### config.mk
export PLATFORM = sky130hd
export DESIGN_NAME = uart_imem_loader
export DESIGN_NICKNAME = d
export VERILOG_FILES = /design/src/rtl/uart_imem_loader.sv
export SDC_FILE = /design/constraint.sdc
export NUM_CORES = 1
export LEC_CHECK = 0
export CAP_MARGIN = 40
export CORE_ASPECT_RATIO = 0.9
export CORE_UTILIZATION = 41
export DETAILED_ROUTE_END_ITERATION = 12
export SYNTH_ARGS = -nofsm -noshare
export SYNTH_HDL_FRONTEND = slang
export SYNTH_SLANG_ARGS = --single-unit
### constraint.sdc
create_clock -name clk -period 2.6 [get_ports clk]
set_input_delay 0.39 -clock clk [delete_from_list [all_inputs] [get_ports clk]]
set_output_delay 0.39 -clock clk [all_outputs]
set_load 0.02 [all_outputs]
### src/rtl/uart_imem_loader.sv
// uart_imem_loader
// Boot-time loader sitting between the UART receiver and the instruction
// memory write port. Received bytes are packed LSB first into 32-bit words
// and written to consecutive imem word addresses. A sentinel word ends the
// load; the core is held in reset (cpu_resetn=0) until the load is done.
//
// Ports
//   clk           system clock
//   resetn        synchronous active-low reset
//   load_en       loader enable; low aborts a load in progress
//   rx_valid      1-clk strobe, rx_data holds a new byte
//   rx_data       received byte
//   rx_break      UART BREAK detected; discards the partial word
//   imem_we       imem write strobe, one clock per word
//   imem_addr     imem word address (held between writes)
//   imem_wdata    assembled word (held between writes)
//   write_done    load complete, sticky until resetn
//   cpu_resetn    active-low core reset, released with write_done
//   word_count    words written so far
//   frame_err     sticky: a partial word was discarded
//   overflow_err  sticky: capacity reached without a sentinel
module uart_imem_loader #(
  parameter int          ADDR_W    = 8,
  parameter int          MAX_WORDS = 256,
  parameter logic [31:0] END_WORD  = 32'hFFFF_FFFF,
  parameter int          BYTE_TMO  = 1_000_000
) (
  input  logic              clk,
  input  logic              resetn,
  input  logic              load_en,
  input  logic              rx_valid,
  input  logic [7:0]        rx_data,
  input  logic              rx_break,
  output logic              imem_we,
  output logic [ADDR_W-1:0] imem_addr,
  output logic [31:0]       imem_wdata,
  output logic              write_done,
  output logic              cpu_resetn,
  output logic [ADDR_W:0]   word_count,
  output logic              frame_err,
  output logic              overflow_err
);

  localparam int              TMO_W    = (BYTE_TMO > 1) ? $clog2(BYTE_TMO) : 1;
  localparam logic [TMO_W-1:0] TMO_LAST = TMO_W'((BYTE_TMO > 0) ? BYTE_TMO - 1 : 0);
  localparam logic [ADDR_W:0] MAX_CNT  = (ADDR_W + 1)'(MAX_WORDS);

  typedef enum logic [1:0] {IDLE, COLLECT, WRITE, DONE} state_t;

  state_t            state_reg, state_next;
  logic [1:0]        byte_idx_reg, byte_idx_next;
  logic [ADDR_W-1:0] addr_reg, addr_next;
  logic [ADDR_W:0]   count_reg, count_next;
  logic [TMO_W-1:0]  tmo_reg, tmo_next;
  logic [ADDR_W-1:0] waddr_reg, waddr_next;
  logic [31:0]       wdata_reg, wdata_next;
  logic              done_reg, done_next;
  logic              frame_reg, frame_next;
  logic              ovf_reg, ovf_next;
  logic [2:0]        lane_we;
  logic [7:0]        lane_reg [3];
  logic [31:0]       full_word;

  // The 4th byte is never stored: it is merged straight into the word.
  assign full_word = {rx_data, lane_reg[2], lane_reg[1], lane_reg[0]};

  genvar gi;
  generate
    for (gi = 0; gi < 3; gi++) begin : g_lane
      always_ff @(posedge clk) begin
        if (!resetn) lane_reg[gi] <= '0;
        else if (lane_we[gi]) lane_reg[gi] <= rx_data;
      end
    end
  endgenerate

  always_ff @(posedge clk) begin
    if (!resetn) begin
      state_reg    <= IDLE;
      byte_idx_reg <= '0;
      addr_reg     <= '0;
      count_reg    <= '0;
      tmo_reg      <= '0;
      waddr_reg    <= '0;
      wdata_reg    <= '0;
      done_reg     <= 1'b0;
      frame_reg    <= 1'b0;
      ovf_reg      <= 1'b0;
    end else begin
      state_reg    <= state_next;
      byte_idx_reg <= byte_idx_next;
      addr_reg     <= addr_next;
      count_reg    <= count_next;
      tmo_reg      <= tmo_next;
      waddr_reg    <= waddr_next;
      wdata_reg    <= wdata_next;
      done_reg     <= done_next;
      frame_reg    <= frame_next;
      ovf_reg      <= ovf_next;
    end
  end

  always_comb begin
    state_next    = state_reg;
    byte_idx_next = byte_idx_reg;
    addr_next     = addr_reg;
    count_next    = count_reg;
    tmo_next      = tmo_reg;
    waddr_next    = waddr_reg;
    wdata_next    = wdata_reg;
    done_next     = done_reg;
    frame_next    = frame_reg;
    ovf_next      = ovf_reg;
    lane_we       = '0;
    case (state_reg)
      IDLE: begin
        if (load_en) state_next = COLLECT;
      end
      COLLECT: begin
        if (!load_en) begin
          state_next    = IDLE;
          byte_idx_next = '0;
          addr_next     = '0;
          count_next    = '0;
          tmo_next      = '0;
        end else if (rx_break) begin
          byte_idx_next = '0;
          tmo_next      = '0;
          frame_next    = 1'b1;
        end else if (rx_valid) begin
          tmo_next = '0;
          if (byte_idx_reg == 2'd3) begin
            byte_idx_next = '0;
            if (full_word == END_WORD) begin
              state_next = DONE;
              done_next  = 1'b1;
            end else begin
              state_next = WRITE;
              waddr_next = addr_reg;
              wdata_next = full_word;
            end
          end else begin
            byte_idx_next = byte_idx_reg + 2'd1;
            case (byte_idx_reg)
              2'd0:    lane_we[0] = 1'b1;
              2'd1:    lane_we[1] = 1'b1;
              2'd2:    lane_we[2] = 1'b1;
              default: lane_we    = '0;
            endcase
          end
        end else if (BYTE_TMO != 0 && byte_idx_reg != 2'd0) begin
          // Idle gap inside a word: after BYTE_TMO quiet clocks drop the partial word.
          if (tmo_reg == TMO_LAST) begin
            byte_idx_next = '0;
            tmo_next      = '0;
            frame_next    = 1'b1;
          end else begin
            tmo_next = tmo_reg + TMO_W'(1);
          end
        end
      end
      WRITE: begin
        addr_next  = addr_reg + ADDR_W'(1);
        count_next = count_reg + (ADDR_W + 1)'(1);
        if (count_reg + (ADDR_W + 1)'(1) == MAX_CNT) begin
          state_next = DONE;
          done_next  = 1'b1;
          ovf_next   = 1'b1;
        end else begin
          state_next = COLLECT;
          // A byte arriving during the write strobe starts the next word.
          if (rx_break) begin
            byte_idx_next = '0;
            frame_next    = 1'b1;
          end else if (rx_valid) begin
            lane_we[0]    = 1'b1;
            byte_idx_next = 2'd1;
            tmo_next      = '0;
          end
        end
      end
      DONE: begin
        state_next = DONE;
      end
      default: state_next = IDLE;
    endcase
  end

  assign imem_we      = (state_reg == WRITE);
  assign imem_addr    = waddr_reg;
  assign imem_wdata   = wdata_reg;
  assign write_done   = done_reg;
  assign cpu_resetn   = done_reg;
  assign word_count   = count_reg;
  assign frame_err    = frame_reg;
  assign overflow_err = ovf_reg;

endmodule
* Word level (Yosys, flattened, before mapping)
Memory sizes are Yosys's and may differ from the RTL's. Cells that the tools add are included.
Word-level totals: word-level logic and storage cells 133, bits in registers 84, output and inout port bits 54, bits in latches 0, memories kept 1, bits in writable memories 24, ROM bits 0
Memory list:
- lane_reg | depth 3, bits a word 8, read ports 3, clocked after memory_dff 0, wr ports 3, line 61 | logic [7:0] lane_reg [3];
Cells by class: muxes and demuxes 71, shift operators 0, equal/unequal tests 30, order comparisons 0, reduce and logical (&&, ||, !) cells 12, div/mod/pow operators 0, bitwise operators 5, multipliers 0, add/sub/neg operators 4
Operators by type and width (count):
- $mux 20 | 8
- $pmux 20 s2 | 1
- $eq 32x32->1 const B | 1
- $mux 2 | 16
- $mux 8 | 4
- $mux 1 | 30
- $ne 2x2->1 const B | 11
- $ne 3x3->1 const B | 7
- $add 20x1->20 const B | 1
- $eq 20x20->1 const B | 1
- $pmux 9 s2 | 1
- $pmux 8 s2 | 1
- $reduce_and 7->1 | 2
- $mux 3 | 4
- $ne 5x5->1 const B | 2
- $reduce_and 5->1 | 2
- $add 9x1->9 const B | 1
- $eq 9x9->1 const B | 1
- $mux 9 | 1
- $add 8x1->8 const B | 1
- $eq 2x2->1 const B | 4
- $pmux 2 s4 | 1
- $pmux 1 s2 | 3
- $reduce_and 6->1 | 1
- 10 further kinds | 17

* Longest topological paths before layout
depth after elaboration 11, gate-level depth with buffers 9, depth with buffers taken out 7

* Least setup slack after synthesis
Ideal clock, no wire load.
kind reg-to-reg, start point register count_reg[4], in the netlist word_count[4], end point memory lane_reg[0][0], data pin, setup time 0.255 ns, data arrival time 2.040 ns, period minus slack after synthesis 2.294 ns, path slack 0.306 ns, data required time 2.345 ns, cell stages (with the launch flop) 7, cells stage by stage dfxtp_1 clkbuf_2 nand4_1 or4_1 and3_1 o2111a_1 and2_1
RTL lines:
- from (decl) | line 53 | logic [ADDR_W:0] count_reg, count_next;
- from (signal assigned) | line 93 | count_reg <= count_next;
- to (decl) | line 61

==> impl_metrics.toml <==
[routing]
dr.first_iter.drc_count = 165
finalWirelength_um = 11700
wl_per_cell_um = 15.3
vias_per_cell = 5.37
vias = 4103
dr.pass1.iters = 4
drc = 0
ant_nets = 0

[critical_path]
crit_path_start_kind = "flip-flop"
r2r_start = "word_count[3]$_SDFFE_PN0P_"
cp_max_fo = 10
critPathRequiredTime_ps = 2700
end_kind = "flip-flop"
crit_slowest_cell = "or4_1"
rr_worst_depth = 5
crit_type = "flip-flop to flip-flop"
path_cells = "nand4_1 > or4_1 > and3_1 > o2111a_1 > and2_1"
worst_ep_arrival_time_ps = 2510
cpPeakStageDelay_ps = 670
reg2reg_to = "lane_reg[0][7]$_SDFFCE_PN0P_"
ff2ff_setup_slack_ps = 190

[power]
peakVddDrop_v = 0.000325
power_density_mw_per_mm2 = 540
p_leak_nw = 2.17

[final_layout]
nets = 628
finalInstanceArea_mm2 = 0.00626
drive_gt1_share_pct = 9.21
fill_cells = 1068
largest_reg_flops = 32
post-route-util_pct = 53.6
synthToLayoutAreaGrowth_pct = 25.0
antenna_cells = 0

[global_route]
grt_usage_pct = 19.3
antenna_found_initial = 0
top_usage_layer = "met2"
grtUsageMet1_pct = 25.8
grt_pass1_vias = 3861
grt_max_degree = 41
grt_overflow = 0
use_met3_pct = 4.89
grt.met2_usage_pct = 31.8
grt_pass1_wl_um = 19500

[floorplanning]
die_x_um = 118
start_util_pct = 42.9
core_area_mm2 = 0.0117
ios = 67
die_area_mm2 = 0.0127
row_count = 37
fp.dieH_um = 107

[synth]
async_flop_share_pct = 0
ys_ff_latch = 108
yosys_warnings = 0
synth_top_area_share_pct = 33.6
yosys.cell_count.top_type = "dfxtp_1"
synth-simple-area-share_pct = 24.6
synth_top_family_by_area = "simple AND/OR/NAND/NOR gates"
synth_area_leaders = "dfxtp_1, edfxtp_1, mux2i_1"
synth_cells = 528
synth_mux_area_share_pct = 10.0
synth-edff-count = 24
syn_area_mm2 = 0.00501
synth_fp_nets = 553
synth_common_cells = "dfxtp_1, nor2_1, mux2i_1, nand2_1, and2_1"
synth_compound_area_share_pct = 10.1
yosysTopAreaCell = "dfxtp_1"
synth-main-ff-cell = "dfxtp_1"
synth_xor_area_share_pct = 1.05
ys_types = 59
synth.avg_cell_area_um2 = 9.48
yosysSeqAreaShare_pct = 48.0
synth_adder_area_share_pct = 3.00

[sta]
fin_setup_tns_ps = 0
max_clock_freq_mhz = 416
fin_skew_ps = 6.60
setup_viol = 0
maxSlewHeadroom_pct = 61.9
slew_violations = 0
setup_ws_ps = 195
finalCritPeriodShare_pct = 92.5
fin_crit_ps = 2410
timing.final.hold_violations = 0
worstMarginPinSlew_ps = 566
rsz0062_at_grt = "no"

[placement]
io_buffers = 66
dp_slack_ps = 155
dpl-instance-area_mm2 = 0.00597
place_congestion = 0.831
dpl.hpwl_um = 8490

[clocking]
postCtsHoldBufs = 0
cts_sinks = 108
clock_path_buffers = 2
cts_resized = 0
post_cts_buffers = 0
path_clk_slew_ps = 70
worstSkewPairLatency_ps = 340
htree_num_levels = 3
cts_tree = "done"
cts_made_buffers = 9
cts_root_buf = "clkbuf_16"

[job]
maxCapViolCount = 0

[min_path]
min_path_type = "flip-flop to flip-flop"
holdPathEnd = "tmo_reg[19]$_SDFFE_PN0P_"
holdPathStages = 1
hp-start = "tmo_reg[19]$_SDFFE_PN0P_"

[outcome]
status = "completed"
where the power goes:
group          internal, mW  switching [mW]
Sequential             1.73          0.0196
Combinational         0.105           0.182
Clock                 0.714           0.623
worst max-delay path, delay by kind of cell, from the launching register on:
kind            cells  cell delay (ps)
compound gates      1              340
flops               1              480
simple gates        4             1330
logic make-up (layout without fill, tap and decap cells):
logic type                 after synthesis  count (layout)
adders and majority gates               12              12
muxes                                   50              50
DFF                                    108             108
and+or+nand+nor                        240             240
AOI/OAI and AO/OA                       72              72
buffers and inverters                   40             120
xor gates and xnor gates                 6               6
worst max-delay path by stage:
stage / slack, ps / cells after the start / start / endpoint
floorplan: 310 / 6 / word_count[4]$_SDFFE_PN0P_ / lane_reg[0][0]$_SDFFCE_PN0P_
global placement: 250 / 7 / load_en / imem_wdata[12]$_SDFFE_PN0P_
detailed placement: 160 / 6 / rx_break / tmo_reg[17]$_SDFFE_PN0P_
CTS: 180 / 3 / state_reg[0]$_SDFFE_PN0P_ / imem_we
global route: 50 / 5 / word_count[3]$_SDFFE_PN0P_ / lane_reg[0][0]$_SDFFCE_PN0P_
finish: 190 / 5 / word_count[3]$_SDFFE_PN0P_ / lane_reg[0][7]$_SDFFCE_PN0P_
cell usage in the layout, fill, tap and decap left out, types with 9 or more instances in the layout:
cell | Yosys | layout
clkdlybuf4s50_1 | 0 | 66
inv_1 | 12 | 11
a21oi_1 | 10 | 9
a31oi_1 | 13 | 13
nand3_1 | 22 | 22
edfxtp_1 | 24 | 24
nor2_1 | 74 | 74
clkbuf_16 | 0 | 10
nand2_1 | 38 | 38
dfxtp_1 | 84 | 84
nor3_1 | 11 | 11
and2_1 | 30 | 30
ha_1 | 12 | 12
nand4_1 | 23 | 23
mux2i_1 | 49 | 49
o21ai_0 | 13 | 13
buf_4 | 2 | 25
metal layers:
metal	routed length, um	part of all wire [%]
met1	5700	49
met2	5470	47
met3	500	4.3
met4	55	0.47
met5	0	0
final cells by class:
| cell class | instances | area (um2) | area share [%] |
|---|---|---|---|
| multi-input cells | 380 | 2450 | 39.2 |
| flip-flops and latches | 108 | 2400 | 38.4 |
| repair buffers | 92 | 868 | 13.9 |
| clock buffers | 10 | 250 | 4.00 |
| well taps | 156 | 195 | 3.12 |
| inverters | 12 | 45.0 | 0.720 |
| clock inverters | 6 | 42.5 | 0.680 |
stage by stage:
stage	hold WS, ps	power, mW	instances
3_3_place_gp	468	2.08	748
4_1_cts	494	3.42	764
3_5_place_dp	480	2.08	748
6_report	485	3.38	764
5_1_grt	504	3.51	764
2_1_floorplan	431	1.96	528
Note: power is estimated with default switching activity, not from simulation.
==> RTL change 1: new RTL, same flow settings <==
`BYTE_TMO`: 1_000_000 -> 2_000_000.
--- a/src/rtl/uart_imem_loader.sv
+++ b/src/rtl/uart_imem_loader.sv
@@ -23,7 +23,7 @@
   parameter int          ADDR_W    = 8,
   parameter int          MAX_WORDS = 256,
   parameter logic [31:0] END_WORD  = 32'hFFFF_FFFF,
-  parameter int          BYTE_TMO  = 1_000_000
+  parameter int          BYTE_TMO  = 2_000_000
 ) (
   input  logic              clk,
   input  logic              resetn,
Formal check against the unedited RTL: same outputs for any inputs over 4 cycles, from zero or initial values and one cycle with resetn low; that may be too few to reach the edited logic, so the function may still have changed.
==> RTL change 1 against the unedited design <==
- register-to-register slack improved by 90 ps
- wire length rose by 4.1%
- non-clock buffer count fell by 3
- worst setup slack got worse by 9.5 ps
- critical path depth fell by 1
- sequential cell count rose by 1
- area after synthesis rose by 4.7%
- sequential share of layout area fell by 0.80 points
- power rose by 1.7%
- final area rose by 3.0%
==> RTL change 1: results (changes against the unedited design) <==
status: "finished, final reports clean"  # unchanged
synth_cell_types: 54  # was 59
drive_gt1_share_pct: 8.402  # was 9.211%
hp-class: "input port to flip-flop"  # was flip-flop to flip-flop
place_congestion: 0.8236  # was 0.8305
synth_area_leaders: "dfxtp_1 32%, edfxtp_1 14%, mux2i_1 9.4%, nor2b_1 6.1%, nand4_1 4.1%"  # was dfxtp_1 34%, edfxtp_1 14%, mux2i_1 9.8%, nor2_1 5.5%, and2_1 3.7%
critPathSlowestCell: "clkdlybuf4s50_1"  # was or4_1
crit_family: "buffers and inverters"  # was simple AND/OR/NAND/NOR gates
grt_pass1_wl_um: 20030  # was 19450 um
p_sw_share_pct: 24.38  # was 24.42%
rr_startpoint: "state_reg[0]"  # was word_count[3]
cp_max_fo: 17  # was 10
min_to: "state_reg[0]"  # was tmo_reg[19]
dp_slack_ps: 148.0  # was 155.3 ps
worst_r2r_endpoint: "tmo_reg[7]"  # was lane_reg[0][7]
cts_resized: 0  # unchanged
grt_max_degree: 43  # was 41
setup_slack_ps: 185.2  # was 194.8 ps
grtUsageTotal_pct: 19.58  # was 19.34%
io_buffers: 66  # unchanged
r2r_setup_slack_ps: 280  # was 190 ps
htree_levels: 3  # unchanged
wl_um: 12200  # was 11720 um
fin_worst_skew_ps: 9.070  # was 6.601 ps
yosysSeqAreaShare_pct: 46.22  # was 47.98%
num_vias: 4226  # was 4103
hold_depth: 3  # was 1
grt_pass1_vias: 3926  # was 3861
worst_path_largest_cell_delay_ps: 640  # was 670 ps
power.leakage_uw: 0.002081  # was 0.002168 uW
ir_drop_v: 0.0002721  # was 0.0003254 V
layout.nets: 627  # was 628
worst_hold_startpoint: "resetn"  # was tmo_reg[19]
drt_iter0_drc: 378  # was 165
clk_latency_ps: 350
worstRegToRegCells: 8  # was 5
postCtsSetupBuffers: 0  # unchanged
synthTopCellsByCount: "85 x dfxtp_1, 51 x nor2b_1, 49 x mux2i_1"  # was 84 x dfxtp_1, 74 x nor2_1, 49 x mux2i_1
drtPass1Iterations: 5  # was 4
hpwlAfterDp_um: 8682  # was 8486 um
clk_pin_slew_ps: 70  # about the same
syn_nets: 556  # was 553
worstPathArrival_ps: 2020  # was 2510 ps
synth-async-reset-ratio_pct: 0  # unchanged
slew_headroom_pct: 47.31  # was 61.86%
antenna_found_initial: 0  # unchanged
synth_edf_count: 24  # unchanged
RTL change 1: through the flow:
step	total power [uW]	area, um^2	cells	hold slack [ps]	util (%)
3_5_place_dp	2127	6155	751	457.6	50.17
6_report	3435	6445	767	462.9	52.54
3_3_place_gp	2123	6155	751	455.3	50.17
2_1_floorplan	2002	5241	531	453.7	-
4_1_cts	3473	6445	767	451.7	52.54
5_1_grt	3580	6445	767	475.4	52.54
RTL change 1: area by class of cell:
type | count | area [um^2]
Fill cell | 1101 | 5822
Multi-Input combinational cell | 385 | 2661
Sequential cell | 109 | 2422
Timing Repair Buffer | 89 | 840.8
Clock buffer | 13 | 261.5
Tap cell | 160 | 200.2
Inverter | 8 | 30.03
Clock inverter | 3 | 28.78
RTL change 1: worst max-delay path by stage:
stage                 start        endpoint  slack (ps)  cells after the start
2_1_floorplan  state_reg[0]  lane_reg[0][0]         350                      5
3_3_place_gp     rx_data[7]  imem_wdata[18]         190                      8
3_5_place_dp     rx_data[7]  imem_wdata[18]         150                      8
4_1_cts        state_reg[0]         imem_we         180                      4
5_1_grt        state_reg[0]         imem_we          80                      4
6_report       state_reg[0]         imem_we         190                      4
RTL change 1: power groups by stage:
stage                     Combinational [uW]  Sequential, uW  Clock [uW]
after CTS                                317            1770        1390
after detailed placement                 316            1810           0
final                                    318            1770        1350
after floorplan                          190            1810           0
after global routing                     346            1780        1460
after global placement                   313            1810           0
RTL change 1: layer usage:
| layer | share of wire, % | track usage (%) | wire length [um] | vias up |
|---|---|---|---|---|
| met5 | 0 | 0 | 0 | - |
| met4 | 1.5 | 7.407 | 186 | 0 |
| met3 | 5.3 | 3.923 | 645 | 13 |
| met2 | 45 | 31.35 | 5507 | 135 |
| met1 | 48 | 26.08 | 5859 | 1988 |
| li1 | - | - | - | 2090 |
RTL change 1: cells by family after synthesis:
kind of cell	count (synthesis)	synth area share [%]
muxes	52	10.00
and+or+nand+nor	249	27.55
DFF	109	46.22
xor gates and xnor gates	6	1.003
AOI/OAI and AO/OA	66	9.143
buffers and inverters	37	3.223
adders and majority gates	12	2.865
RTL change 1: tightest hold or removal path, cell delays in order:
cell	delay (ps)
buf_2	210
o21ai_0	120
a31oi_1	40
==> RTL change 2: new RTL, same flow settings <==
Made on the original files. Register the inputs `load_en`, `rx_valid`, `rx_data` and `rx_break` before use. The logic sees them one clock later.
--- a/src/rtl/uart_imem_loader.sv
+++ b/src/rtl/uart_imem_loader.sv
@@ -47,6 +47,18 @@
 
   typedef enum logic [1:0] {IDLE, COLLECT, WRITE, DONE} state_t;
 
+  logic load_en_q;
+  logic rx_valid_q;
+  logic [7:0] rx_data_q;
+  logic rx_break_q;
+
+  always_ff @(posedge clk) begin
+    load_en_q  <= load_en;
+    rx_valid_q <= rx_valid;
+    rx_data_q  <= rx_data;
+    rx_break_q <= rx_break;
+  end
+
   state_t            state_reg, state_next;
   logic [1:0]        byte_idx_reg, byte_idx_next;
   logic [ADDR_W-1:0] addr_reg, addr_next;
@@ -62,14 +74,14 @@
   logic [31:0]       full_word;
 
   // The 4th byte is never stored: it is merged straight into the word.
-  assign full_word = {rx_data, lane_reg[2], lane_reg[1], lane_reg[0]};
+  assign full_word = {rx_data_q, lane_reg[2], lane_reg[1], lane_reg[0]};
 
   genvar gi;
   generate
     for (gi = 0; gi < 3; gi++) begin : g_lane
       always_ff @(posedge clk) begin
         if (!resetn) lane_reg[gi] <= '0;
-        else if (lane_we[gi]) lane_reg[gi] <= rx_data;
+        else if (lane_we[gi]) lane_reg[gi] <= rx_data_q;
       end
     end
   endgenerate
@@ -114,20 +126,20 @@
     lane_we       = '0;
     case (state_reg)
       IDLE: begin
-        if (load_en) state_next = COLLECT;
+        if (load_en_q) state_next = COLLECT;
       end
       COLLECT: begin
-        if (!load_en) begin
+        if (!load_en_q) begin
           state_next    = IDLE;
           byte_idx_next = '0;
           addr_next     = '0;
           count_next    = '0;
           tmo_next      = '0;
-        end else if (rx_break) begin
+        end else if (rx_break_q) begin
           byte_idx_next = '0;
           tmo_next      = '0;
           frame_next    = 1'b1;
-        end else if (rx_valid) begin
+        end else if (rx_valid_q) begin
           tmo_next = '0;
           if (byte_idx_reg == 2'd3) begin
             byte_idx_next = '0;
@@ -169,10 +181,10 @@
         end else begin
           state_next = COLLECT;
           // A byte arriving during the write strobe starts the next word.
-          if (rx_break) begin
+          if (rx_break_q) begin
             byte_idx_next = '0;
             frame_next    = 1'b1;
-          end else if (rx_valid) begin
+          end else if (rx_valid_q) begin
             lane_we[0]    = 1'b1;
             byte_idx_next = 2'd1;
             tmo_next      = '0;
Behaviour: not the same (a bounded check fails within 4 cycles, from zero or initial values and one cycle with resetn low).
==> RTL change 2 against the unedited design <==
- worst setup slack worse by 3.9 ps
- wire length up 8.2%
- area after synthesis up 4.4%
- sequential cell count up 11
- sequential share of layout area up 1.0 points
- power up 34%
- final area up 6.3%
- non-clock buffer count down 9
==> RTL change 2: results (changes against the unedited design) <==
via_per_inst: 5.589  # was 5.370
grtUsageTotal_pct: 20.98  # was 19.34%
synth_compound_area_share_pct: 15.75  # was 10.07%
drt_iter0_drc: 292  # was 165
fin_worst_skew_ps: 6.177  # was 6.601 ps
multi_input_area_um2: 2419  # was 2455 um^2
drive_gt1_share_pct: 7.994  # was 9.211%
ir_drop_v: 0.0004497  # was 0.0003254 V
power.leakage_uw: 0.002339  # was 0.002168 uW
cts_buffers: 17  # was 9
layout.nets: 675  # was 628
num-clock-buffers: 22  # was 10
critPathCaptureType: "flip-flop"  # unchanged
n_sequential_cell: 119  # was 108
nNonClkBuffers: 83  # was 92
clock_area_share_pct: 8.744  # was 4.678%
grt_pass1_vias: 4416  # was 3861
synthAdderAreaFrac_pct: 2.872  # was 2.999%
seq_area_um2: 2624  # was 2402 um^2
p_sw_share_pct: 23.58  # was 24.42%
wl_um: 12690  # was 11720 um
hp-class: "input port to flip-flop"  # was flip-flop to flip-flop
drtPass1Iterations: 6  # was 4
worstRegToRegCells: 7  # was 5
nFillCells: 1109  # was 1068
p_clk_uw: 2260  # was 1340 uW
cp_max_fo: 14  # was 10
place_congestion: 0.8125  # was 0.8305
antenna_found_initial: 0  # unchanged
hpwlAfterDp_um: 8423  # was 8486 um
whs_ps: 417.3  # was 485.1 ps
yosysSeqAreaShare_pct: 50.17  # was 47.98%
synthTopCellsByCount: "95 x dfxtp_1, 69 x nand3_1, 56 x a21oi_1"  # was 84 x dfxtp_1, 74 x nor2_1, 49 x mux2i_1
status: "finished, final reports clean"  # unchanged
worst_hold_startpoint: "rx_data[0]"  # was tmo_reg[19]
multi_input_gates: 418  # was 380
worst_r2r_endpoint: "tmo_reg[11]"  # was lane_reg[0][7]
slew_headroom_pct: 50.22  # was 61.86%
combPwrFrac_pct: 6.8  # was 8.5%
grt_max_degree: 61  # was 41
buffer_area_share_pct: 11.85  # was 13.87%
htree_levels: 4  # was 3
comb_power_uw: 306  # was 287 uW
synth-xor-area-share_pct: 1.005  # was 1.049%
synthMuxAreaShare_pct: 0.7659  # was 10.02%
syn_nets: 611  # was 553
clk_latency_ps: 410  # was 340 ps
min_to: "rx_data_q[0]"  # was tmo_reg[19]
hold_depth: 1  # unchanged
n_all_inverters: 11  # was 12
synth_cell_types: 54  # was 59
synth_area_leaders: "dfxtp_1 36%, edfxtp_1 14%, nand3_1 6.6%, a21oi_1 5.4%, o21ai_0 4.6%"  # was dfxtp_1 34%, edfxtp_1 14%, mux2i_1 9.8%, nor2_1 5.5%, and2_1 3.7%
rr_startpoint: "state_reg[0]"  # was word_count[3]
worstPathArrival_ps: 2770  # was 2510 ps
==> RTL change 2: critical path, stage by stage (launching register included) <==
cell and delay (ps):
dfxtp_2 350, inv_1 80, ha_1 210, or4b_1 530, or2_1 270, a211o_4 350
or4_1 470, nand3_1 80
==> RTL change 2: routing by layer <==
layer  GRT usage (%)  wire [um]
met4           8.907        190
met1           26.98       5942
met3           4.079        549
met2           34.45       6002
met5               0          0
==> RTL change 2: repair_timing <==
item,CTS,global route
endpoints found under the hold margin,0,0
gates resized for setup,0,4
hold buffers,0,0
endpoints found under the setup margin,0,13
==> RTL change 2: metrics by stage <==
stage	util [%]	instance area (um^2)	cells	setup slack, ps
after floorplan	-	5228	586	29.90
after global placement	49.56	6056	791	74.40
after detailed placement	49.56	6056	791	38.50
after CTS	54.32	6638	823	16.07
after global routing	54.45	6654	823	32.45
final	54.45	6654	823	190.8
